<file path="src/rtl/cpu_controller_if.sv">
// Control bundle between the multi-cycle RV32I controller and its datapath.
// The master side is the controller; the slave side is the datapath (or a bench).
interface cpu_controller_if;
  logic [6:0] op;
  logic [2:0] func3;
  logic [6:0] func7;
  logic       zero;
  logic       neg;

  logic       PCWrite;
  logic       AdrSrc;
  logic       MemWrite;
  logic       IRWrite;
  logic [1:0] ResultSrc;
  logic [2:0] ALUControl;
  logic [1:0] ALUSrcA;
  logic [1:0] ALUSrcB;
  logic [2:0] ImmSrc;
  logic       RegWrite;
  logic       illegal;
  logic [3:0] state;

  modport master (
    input  op, func3, func7, zero, neg,
    output PCWrite, AdrSrc, MemWrite, IRWrite, ResultSrc, ALUControl,
           ALUSrcA, ALUSrcB, ImmSrc, RegWrite, illegal, state
  );

  modport slave (
    output op, func3, func7, zero, neg,
    input  PCWrite, AdrSrc, MemWrite, IRWrite, ResultSrc, ALUControl,
           ALUSrcA, ALUSrcB, ImmSrc, RegWrite, illegal, state
  );
endinterface

</file>
<file path="src/rtl/cpu_controller.sv">
// Multi-cycle RV32I control FSM: fetch, decode, execute, memory, writeback.
// Outputs are Moore per state except branch PCWrite and the execute-state ALU decode.
module cpu_controller #(
  parameter bit ILLEGAL_TRAP = 1'b0
) (
  input logic               clk,
  input logic               rst,
  cpu_controller_if.master  bus
);

  typedef enum logic [3:0] {
    StFetch    = 4'd0,
    StDecode   = 4'd1,
    StMemAdr   = 4'd2,
    StMemRead  = 4'd3,
    StMemWb    = 4'd4,
    StMemWrite = 4'd5,
    StExecR    = 4'd6,
    StExecI    = 4'd7,
    StAluWb    = 4'd8,
    StBranch   = 4'd9,
    StJal      = 4'd10,
    StJalr     = 4'd11,
    StJalrLink = 4'd12,
    StLui      = 4'd13,
    StHalt     = 4'd14
  } state_e;

  localparam logic [6:0] OpLoad   = 7'b0000011;
  localparam logic [6:0] OpStore  = 7'b0100011;
  localparam logic [6:0] OpRtype  = 7'b0110011;
  localparam logic [6:0] OpItype  = 7'b0010011;
  localparam logic [6:0] OpBranch = 7'b1100011;
  localparam logic [6:0] OpJal    = 7'b1101111;
  localparam logic [6:0] OpJalr   = 7'b1100111;
  localparam logic [6:0] OpLui    = 7'b0110111;

  localparam logic [2:0] AluAdd = 3'b000;
  localparam logic [2:0] AluSub = 3'b001;
  localparam logic [2:0] AluAnd = 3'b010;
  localparam logic [2:0] AluOr  = 3'b011;
  localparam logic [2:0] AluSlt = 3'b100;
  localparam logic [2:0] AluXor = 3'b101;

  state_e state_q, state_d;

  logic       pc_write, adr_src, mem_write, ir_write, reg_write, illegal;
  logic [1:0] result_src, alu_src_a, alu_src_b;
  logic [2:0] alu_control, imm_src;
  logic       branch_taken;

  // Unknown func3 falls back to add; sub only for R-type with func7[5].
  function automatic logic [2:0] alu_dec(input logic [2:0] f3, input logic f7b5,
                                         input logic is_r);
    logic [2:0] ctl;
    case (f3)
      3'b000:  ctl = (is_r && f7b5) ? AluSub : AluAdd;
      3'b111:  ctl = AluAnd;
      3'b110:  ctl = AluOr;
      3'b010:  ctl = AluSlt;
      3'b100:  ctl = AluXor;
      default: ctl = AluAdd;
    endcase
    return ctl;
  endfunction

  always_comb begin
    case (bus.func3)
      3'b000:  branch_taken = bus.zero;
      3'b001:  branch_taken = ~bus.zero;
      3'b100:  branch_taken = bus.neg;
      3'b101:  branch_taken = ~bus.neg;
      default: branch_taken = 1'b0;
    endcase
  end

  always_comb begin
    case (bus.op)
      OpItype, OpLoad, OpJalr: imm_src = 3'b000;
      OpStore:                 imm_src = 3'b001;
      OpBranch:                imm_src = 3'b010;
      OpJal:                   imm_src = 3'b011;
      OpLui:                   imm_src = 3'b100;
      default:                 imm_src = 3'b000;
    endcase
  end

  always_ff @(posedge clk or posedge rst) begin
    if (rst) begin
      state_q <= StFetch;
    end else begin
      state_q <= state_d;
    end
  end

  always_comb begin
    state_d     = StFetch;
    pc_write    = 1'b0;
    adr_src     = 1'b0;
    mem_write   = 1'b0;
    ir_write    = 1'b0;
    reg_write   = 1'b0;
    illegal     = 1'b0;
    result_src  = 2'd0;
    alu_src_a   = 2'd0;
    alu_src_b   = 2'd0;
    alu_control = AluAdd;

    case (state_q)
      StFetch: begin
        ir_write   = 1'b1;
        alu_src_b  = 2'd2;
        result_src = 2'd2;
        pc_write   = 1'b1;
        state_d    = StDecode;
      end
      StDecode: begin
        // Precompute the PC-relative target into ALUOut.
        alu_src_a = 2'd1;
        alu_src_b = 2'd1;
        case (bus.op)
          OpLoad, OpStore: state_d = StMemAdr;
          OpRtype:         state_d = StExecR;
          OpItype:         state_d = StExecI;
          OpBranch:        state_d = StBranch;
          OpJal:           state_d = StJal;
          OpJalr:          state_d = StJalr;
          OpLui:           state_d = StLui;
          default: begin
            illegal = 1'b1;
            state_d = ILLEGAL_TRAP ? StHalt : StFetch;
          end
        endcase
      end
      StMemAdr: begin
        alu_src_a = 2'd2;
        alu_src_b = 2'd1;
        state_d   = (bus.op == OpLoad) ? StMemRead : StMemWrite;
      end
      StMemRead: begin
        adr_src = 1'b1;
        state_d = StMemWb;
      end
      StMemWb: begin
        result_src = 2'd1;
        reg_write  = 1'b1;
        state_d    = StFetch;
      end
      StMemWrite: begin
        adr_src   = 1'b1;
        mem_write = 1'b1;
        state_d   = StFetch;
      end
      StExecR: begin
        alu_src_a   = 2'd2;
        alu_control = alu_dec(bus.func3, bus.func7[5], 1'b1);
        state_d     = StAluWb;
      end
      StExecI: begin
        alu_src_a   = 2'd2;
        alu_src_b   = 2'd1;
        alu_control = alu_dec(bus.func3, bus.func7[5], 1'b0);
        state_d     = StAluWb;
      end
      StAluWb: begin
        reg_write = 1'b1;
        state_d   = StFetch;
      end
      StBranch: begin
        alu_src_a   = 2'd2;
        alu_control = AluSub;
        pc_write    = branch_taken;
        state_d     = StFetch;
      end
      StJal: begin
        // Target was formed in DECODE; compute the link value meanwhile.
        pc_write  = 1'b1;
        alu_src_a = 2'd1;
        alu_src_b = 2'd2;
        state_d   = StAluWb;
      end
      StJalr: begin
        alu_src_a  = 2'd2;
        alu_src_b  = 2'd1;
        result_src = 2'd2;
        pc_write   = 1'b1;
        state_d    = StJalrLink;
      end
      StJalrLink: begin
        alu_src_a  = 2'd1;
        alu_src_b  = 2'd2;
        result_src = 2'd2;
        reg_write  = 1'b1;
        state_d    = StFetch;
      end
      StLui: begin
        result_src = 2'd3;
        reg_write  = 1'b1;
        state_d    = StFetch;
      end
      StHalt: begin
        state_d = StHalt;
      end
      default: begin
        state_d = StFetch;
      end
    endcase
  end

  // The register clears asynchronously, but FETCH enables must also drop while rst is held.
  assign bus.PCWrite    = pc_write & ~rst;
  assign bus.IRWrite    = ir_write & ~rst;
  assign bus.MemWrite   = mem_write & ~rst;
  assign bus.RegWrite   = reg_write & ~rst;
  assign bus.illegal    = illegal & ~rst;
  assign bus.AdrSrc     = adr_src;
  assign bus.ResultSrc  = result_src;
  assign bus.ALUControl = alu_control;
  assign bus.ALUSrcA    = alu_src_a;
  assign bus.ALUSrcB    = alu_src_b;
  assign bus.ImmSrc     = imm_src;
  assign bus.state      = state_q;

endmodule

</file>
<file path="src/flat_wrapper.sv">
// flat-port wrapper written by rule: the top's interface ports become plain ports
module cpu_controller_flat 
#(
  parameter bit ILLEGAL_TRAP = 1'b0
)
  (clk, rst, bus_op, bus_func3, bus_func7, bus_zero, bus_neg, bus_PCWrite, bus_AdrSrc, bus_MemWrite, bus_IRWrite, bus_ResultSrc, bus_ALUControl, bus_ALUSrcA, bus_ALUSrcB, bus_ImmSrc, bus_RegWrite, bus_illegal, bus_state);
  cpu_controller_if bus_i ();
  input logic clk;
  input logic rst;
  input wire logic [$bits(bus_i.op)-1:0] bus_op;
  input wire logic [$bits(bus_i.func3)-1:0] bus_func3;
  input wire logic [$bits(bus_i.func7)-1:0] bus_func7;
  input wire logic [$bits(bus_i.zero)-1:0] bus_zero;
  input wire logic [$bits(bus_i.neg)-1:0] bus_neg;
  output wire logic [$bits(bus_i.PCWrite)-1:0] bus_PCWrite;
  output wire logic [$bits(bus_i.AdrSrc)-1:0] bus_AdrSrc;
  output wire logic [$bits(bus_i.MemWrite)-1:0] bus_MemWrite;
  output wire logic [$bits(bus_i.IRWrite)-1:0] bus_IRWrite;
  output wire logic [$bits(bus_i.ResultSrc)-1:0] bus_ResultSrc;
  output wire logic [$bits(bus_i.ALUControl)-1:0] bus_ALUControl;
  output wire logic [$bits(bus_i.ALUSrcA)-1:0] bus_ALUSrcA;
  output wire logic [$bits(bus_i.ALUSrcB)-1:0] bus_ALUSrcB;
  output wire logic [$bits(bus_i.ImmSrc)-1:0] bus_ImmSrc;
  output wire logic [$bits(bus_i.RegWrite)-1:0] bus_RegWrite;
  output wire logic [$bits(bus_i.illegal)-1:0] bus_illegal;
  output wire logic [$bits(bus_i.state)-1:0] bus_state;
  assign bus_i.op = bus_op;
  assign bus_i.func3 = bus_func3;
  assign bus_i.func7 = bus_func7;
  assign bus_i.zero = bus_zero;
  assign bus_i.neg = bus_neg;
  assign bus_PCWrite = bus_i.PCWrite;
  assign bus_AdrSrc = bus_i.AdrSrc;
  assign bus_MemWrite = bus_i.MemWrite;
  assign bus_IRWrite = bus_i.IRWrite;
  assign bus_ResultSrc = bus_i.ResultSrc;
  assign bus_ALUControl = bus_i.ALUControl;
  assign bus_ALUSrcA = bus_i.ALUSrcA;
  assign bus_ALUSrcB = bus_i.ALUSrcB;
  assign bus_ImmSrc = bus_i.ImmSrc;
  assign bus_RegWrite = bus_i.RegWrite;
  assign bus_illegal = bus_i.illegal;
  assign bus_state = bus_i.state;
  cpu_controller #(.ILLEGAL_TRAP(ILLEGAL_TRAP)) u_core (.clk(clk), .rst(rst), .bus(bus_i));
endmodule
</file>
<file path="config.mk">
export PLATFORM = sky130hd
export DESIGN_NAME = cpu_controller_flat
export DESIGN_NICKNAME = d
export VERILOG_FILES = /design/src/rtl/cpu_controller_if.sv /design/src/rtl/cpu_controller.sv /design/src/flat_wrapper.sv
export SDC_FILE = /design/constraint.sdc
export NUM_CORES = 1
export LEC_CHECK = 0
export BUFFER_PORTS_ARGS = -buffer_cell sky130_fd_sc_hd__buf_4
export CORE_MARGIN = 10
export CORE_UTILIZATION = 43
export DETAILED_ROUTE_END_ITERATION = 7
export PLACE_DENSITY = 0.87
export SLEW_MARGIN = 20
export SYNTH_ARGS = -nofsm -noshare
export SYNTH_HDL_FRONTEND = slang
export SYNTH_SLANG_ARGS = --single-unit
</file>
<file path="constraint.sdc">
create_clock -name clk -period 1.75 [get_ports clk]
set_input_delay 0 -clock clk [delete_from_list [all_inputs] [get_ports clk]]
set_output_delay 0 -clock clk [all_outputs]
set_load 0.1 [all_outputs]
</file>
======== Yosys cells after proc, flatten, opt, wreduce, memory -nomap -nowiden ========
Index checks and enable logic that the tools add are counted.
cells by class
  add/subtract/negate cells ............... 0
  multipliers ............................. 0
  div/mod/pow operators ................... 0
  $lt $le $gt $ge ......................... 0
  equal/unequal tests ..................... 28
  shifts and indexed selects .............. 0
  muxes and demuxes ....................... 19
  bitwise logic cells ..................... 8
  reductions and logical operators ........ 13
operators with widths
  operator                                                         number
  4-bit case mux with 7 select lines                               2
  4-bit == test, second input constant                             7
  3-bit case mux with 4 select lines                               2
  7-bit by 6-bit == test with 1-bit output, second input constant  3
  7-bit == test, second input constant                             3
  4-bit by 3-bit == test with 1-bit output, second input constant  4
  3-bit case mux with 5 select lines                               1
  3-bit OR reduction                                               5
  3-bit == test, second input constant                             4
  3-bit case mux with 3 select lines                               1
  4-bit by 2-bit == test with 1-bit output, second input constant  2
  2-bit case mux with 2 select lines                               2
  4-bit OR reduction                                               2
  8-bit OR reduction                                               1
  7-bit by 2-bit == test with 1-bit output, second input constant  1
  7-bit by 5-bit == test with 1-bit output, second input constant  1
  1-bit two-way mux                                                7
  2-bit case mux with 3 select lines                               1
  1-bit AND                                                        5
  5-bit OR reduction                                               1
  4-bit by 1-bit == test with 1-bit output, second input constant  1
  4-bit logical NOT                                                1
  1-bit case mux with 4 select lines                               1
  2-bit OR reduction                                               2
  other kinds (6)                                                  8
storage, ports and cells
  register bits ........................... 4
  bits in latches ......................... 0
  RAM bits ................................ 0
  ROM bits ................................ 0
  input bits .............................. 21
  output and inout bits ................... 22
  logic and storage cells ................. 69
  memories kept ........................... 0

======== Depth between registers and ports, before layout ========
  depth in word-level cells ............... 5
  gate-level depth with buffers ........... 5
  gate-level depth less buffers ........... 4

======== Worst setup path before layout ========
OpenSTA, ideal clock, no wires.
  path kind ............................... register -> output
  start ................................... register u_core.state_q[3], in the netlist u_core.bus.state[3]
  end ..................................... output port bus_ResultSrc[0]
  data arrival time ....................... 4.542 ns
  required time ........................... 1.750 ns
  setup slack ............................. -2.792 ns
  cell stages (with the launch flop) ...... 5
  path buffers ............................ 1
  path through ............................ dfrtp_1 clkbuf_8 inv_1 nand2_1 nor4b_1
between the ends
  word-level cells in the longest chain between the ends .. 3
  elaborated cells between the ends (all ways) .. 7
  those cells by class .................... 4 x eq/ne; 1 x mux; 2 x reduce/logical
ends and longest elaborated chain
  what                                                line                   RTL
  from (decl)                                         cpu_controller.sv:45   state_e state_q, state_d;
  from (signal assigned)                              cpu_controller.sv:90   state_q <= StFetch;
  from (signal assigned)                              cpu_controller.sv:92   state_q <= state_d;
  4-bit == test or 4-bit logical NOT (tied branches)  cpu_controller.sv:109  case (state_q)
  3-bit OR reduction (no line)                        --
  2-bit case mux with 3 select lines *                cpu_controller.sv:109
  to (decl)                                           flat_wrapper.sv:19     output wire logic [$bits(bus_i.ResultSrc)-1:0] bus_ResultSrc;
Mark *: on every way between the ends. The rest lies on a longest branch, timed or not.

======== Final worst setup path ========
  start ................................... register u_core.state_q[2], in the netlist u_core.bus.state[2]
  end ..................................... output port bus_ALUSrcA[1]
between the ends
  word-level cells in the longest chain between the ends .. 3
  elaborated cells between the ends (all ways) .. 11
  those cells by class .................... 8 x eq/ne; 1 x mux; 2 x reduce/logical
ends and longest elaborated chain
  what                                                                line                   RTL
  4-bit == test, or another cell as far along                         cpu_controller.sv:109
  5-bit OR reduction (no line) or 3-bit OR reduction (tied branches)  --
  2-bit case mux with 2 select lines *                                cpu_controller.sv:109
  to (decl)                                                           flat_wrapper.sv:21     output wire logic [$bits(bus_i.ALUSrcA)-1:0] bus_ALUSrcA;
Marked as above.

==> impl_metrics.json <==
{
  "clk_latency_ps": 250,
  "max-vdd-ir-drop_uv": 877,
  "vias": 969,
  "fmax_ghz": 0.573,
  "yosysWarnings": 0,
  "finClkSkew_ps": 6.21,
  "yosysMostFrequentCell": "nand2_1",
  "io_buffers": 36,
  "layout.nets": 164,
  "period_minus_slack_ps": 1750,
  "dr.first_iter.drc_count": 24,
  "total_power_uw": 1860,
  "clock_path_buffers": 2,
  "grt_pass1_vias": 947,
  "yosys.area.top_type": "dfrtp_1",
  "crit_slowest_cell": "dfrtp_4",
  "yosysTopAreaCellShare_pct": 13.7,
  "grt_max_degree": 15,
  "synth.area.top_cells": "dfrtp_1, buf_6, nand2_1",
  "start_util_pct": 46.9,
  "grt_overflow": 0,
  "max_slew_margin_pct": 76.9,
  "cts_num_sinks": 4,
  "routed_wl_mm": 2.98,
  "status": "completed",
  "startpoint_type": "flip-flop",
  "ctsRootBufferMaster": "clkbuf_4",
  "clkPwrFrac_pct": 6.8,
  "netSwitchingPower_uw": 1160,
  "power_leakage_uw": 0.000507,
  "synthFlopType": "dfrtp_1",
  "htreeDepth": 1,
  "cap_violations": 0,
  "synth_common_cells": "nand2_1, nor2_1, a21oi_1",
  "worst-path-buf-inv": 2,
  "fin_area_mm2": 0.00132,
  "seqPwrFrac_pct": 9.4,
  "cpMostUsedCell": "nand2_1",
  "cts_tree": "done",
  "max_stage_delay_ps": 580,
  "drv_slew": 0,
  "routedWlPerCell_um": 19.0,
  "drive_gt1_share_pct": 56.7,
  "antenna_cells": 0,
  "rsz0062_at_grt": "true",
  "worstPathMaxFanout": 14,
  "gp_congestion": 0.772,
  "ys_seq_area_share_pct": 13.7,
  "grt_usage_pct": 15.1,
  "synth_edf_count": 0,
  "critPathKind": "reg -> out",
  "critPathCaptureType": "primary output",
  "tightest_slew_ps": 346,
  "synth_seq_cells": 4,
  "numCtsBuffers": 3,
  "syn_inst": 104,
  "cp_top_family": "flip-flops",
  "avgViaCountPerCell": 6.17,
  "yosysUniqueCellTypes": 39,
  "hold_viol": 0,
  "synthArstFlopShare_pct": 100,
  "first_pass_iters": 4,
  "drc": 0,
  "die_area_mm2": 0.00375,
  "coreArea_mm2": 0.00156,
  "path_clk_slew_ps": 40,
  "p_comb_share_pct": 83.7,
  "finalCritPeriodShare_pct": 99.7,
  "internal_power_uw": 697,
  "arrival_ps": 1750,
  "io_pins": 43,
  "min_path_type": "in -> reg",
  "p_sw_share_pct": 62.6,
  "ant_nets": 0,
  "cellPowerDensity_mw_per_mm2": 1410,
  "syn_area_um2": 731,
  "grt_first_pass_wirelength_mm": 4.38,
  "postSynthAreaPerCell_um2": 7.03,
  "largest_reg_flops": 4,
  "syn_to_final_growth_pct": 80.8,
  "dieWidth_um": 61.2,
  "dp_hpwl_mm": 2.14,
  "fp.dieH_um": 61.2,
  "rows": 14,
  "crit_required_ps": 1750,
  "synth_nets": 125,
  "finalSetupViolCount": 0,
  "fin_hold_ws_ps": 32.2,
  "placed_cell_area_mm2": 0.00121,
  "crit_chain": "inv_1 -> nand2_1 -> nand2_1 -> o21ai_4 -> buf_4",
  "antenna_found_initial": 0
}
## path summary, 6_finish.rpt
kind                       slack, ps           startpoint                   to  depth (start not counted)
max in group asynchronous       1270                  rst  u_core.bus.state[1]                          3
max                                5  u_core.bus.state[2]       bus_ALUSrcA[1]                          5
min                               30            bus_op[5]  u_core.bus.state[3]                          3
min reg2reg                      660  u_core.bus.state[1]  u_core.bus.state[3]                          2
max reg2reg                      160  u_core.bus.state[0]  u_core.bus.state[1]                          4
min in group asynchronous        280                  rst  u_core.bus.state[0]                          3
## per-layer routing
layer | vias up | part of all wire, % | track usage [%]
li1 | 461 | - | -
met1 | 452 | 38 | 14.9
met2 | 47 | 54 | 28.3
met3 | 9 | 5.8 | 4.73
met4 | 0 | 2.2 | 6.84
met5 | - | 0 | 0
## logic make-up after synthesis
logic type / synth area share [%]
AOI/OAI and AO/OA: 29.3
buffers and inverters: 13.9
xor gates and xnor gates: 4.79
DFF: 13.7
and+or+nand+nor: 37.0
muxes: 1.37
## timing repair
action / CTS / global route
endpoints found under the hold margin: 4 / 0
endpoints found under the setup margin: 5 / 8
gates resized for setup: 6 / 9
buffers inserted: 1 / 2
hold buffers: 1 / 0
## layout by cell type (no fill, tap or decap), drive strengths merged, types with 4 or more instances in the layout
master,Yosys,layout
a21oi,7,7
nor3,5,5
xnor2,4,4
nor2,10,10
nand2,12,12
inv,5,4
nand3,5,5
o21ai,5,5
dfrtp,4,4
buf,6,42
## worst reg2reg max path: stages (launching register included)
cell	delay [ps]
dfrtp_4	500
or2b_4	350
buf_4	160
o32a_1	330
o32ai_1	140
## area by class of cell
cell class,count,area [µm²]
inverters,5,22.5
well taps,16,20.0
flip-flops and latches,4,115
fillers,88,238
repair buffers,43,380
clock buffers,3,22.5
multi-input cells,86,761
## power by group through the flow
stage          logic [µW]  clock network (µW)  registers [µW]
2_1_floorplan        1120                   0             237
3_3_place_gp         1360                   0             172
3_5_place_dp         1380                   0             172
4_1_cts              1430                 126             171
5_1_grt              1610                 133             179
6_report             1560                 127             176
## metrics by stage
| stage | instances | worst slack [ps] | setup TNS, ps | utilization (%) |
|---|---|---|---|---|
| 2_1_floorplan | 104 | -500 | -2750 | - |
| 3_3_place_gp | 150 | 220 | 0 | 77.4 |
| 3_5_place_dp | 150 | 183 | 0 | 77.4 |
| 4_1_cts | 155 | 3.39 | 0 | 81.5 |
| 5_1_grt | 157 | -46.5 | -90.6 | 84.8 |
| 6_report | 157 | 4.55 | 0 | 84.8 |
(Power assumes the default switching activity.)
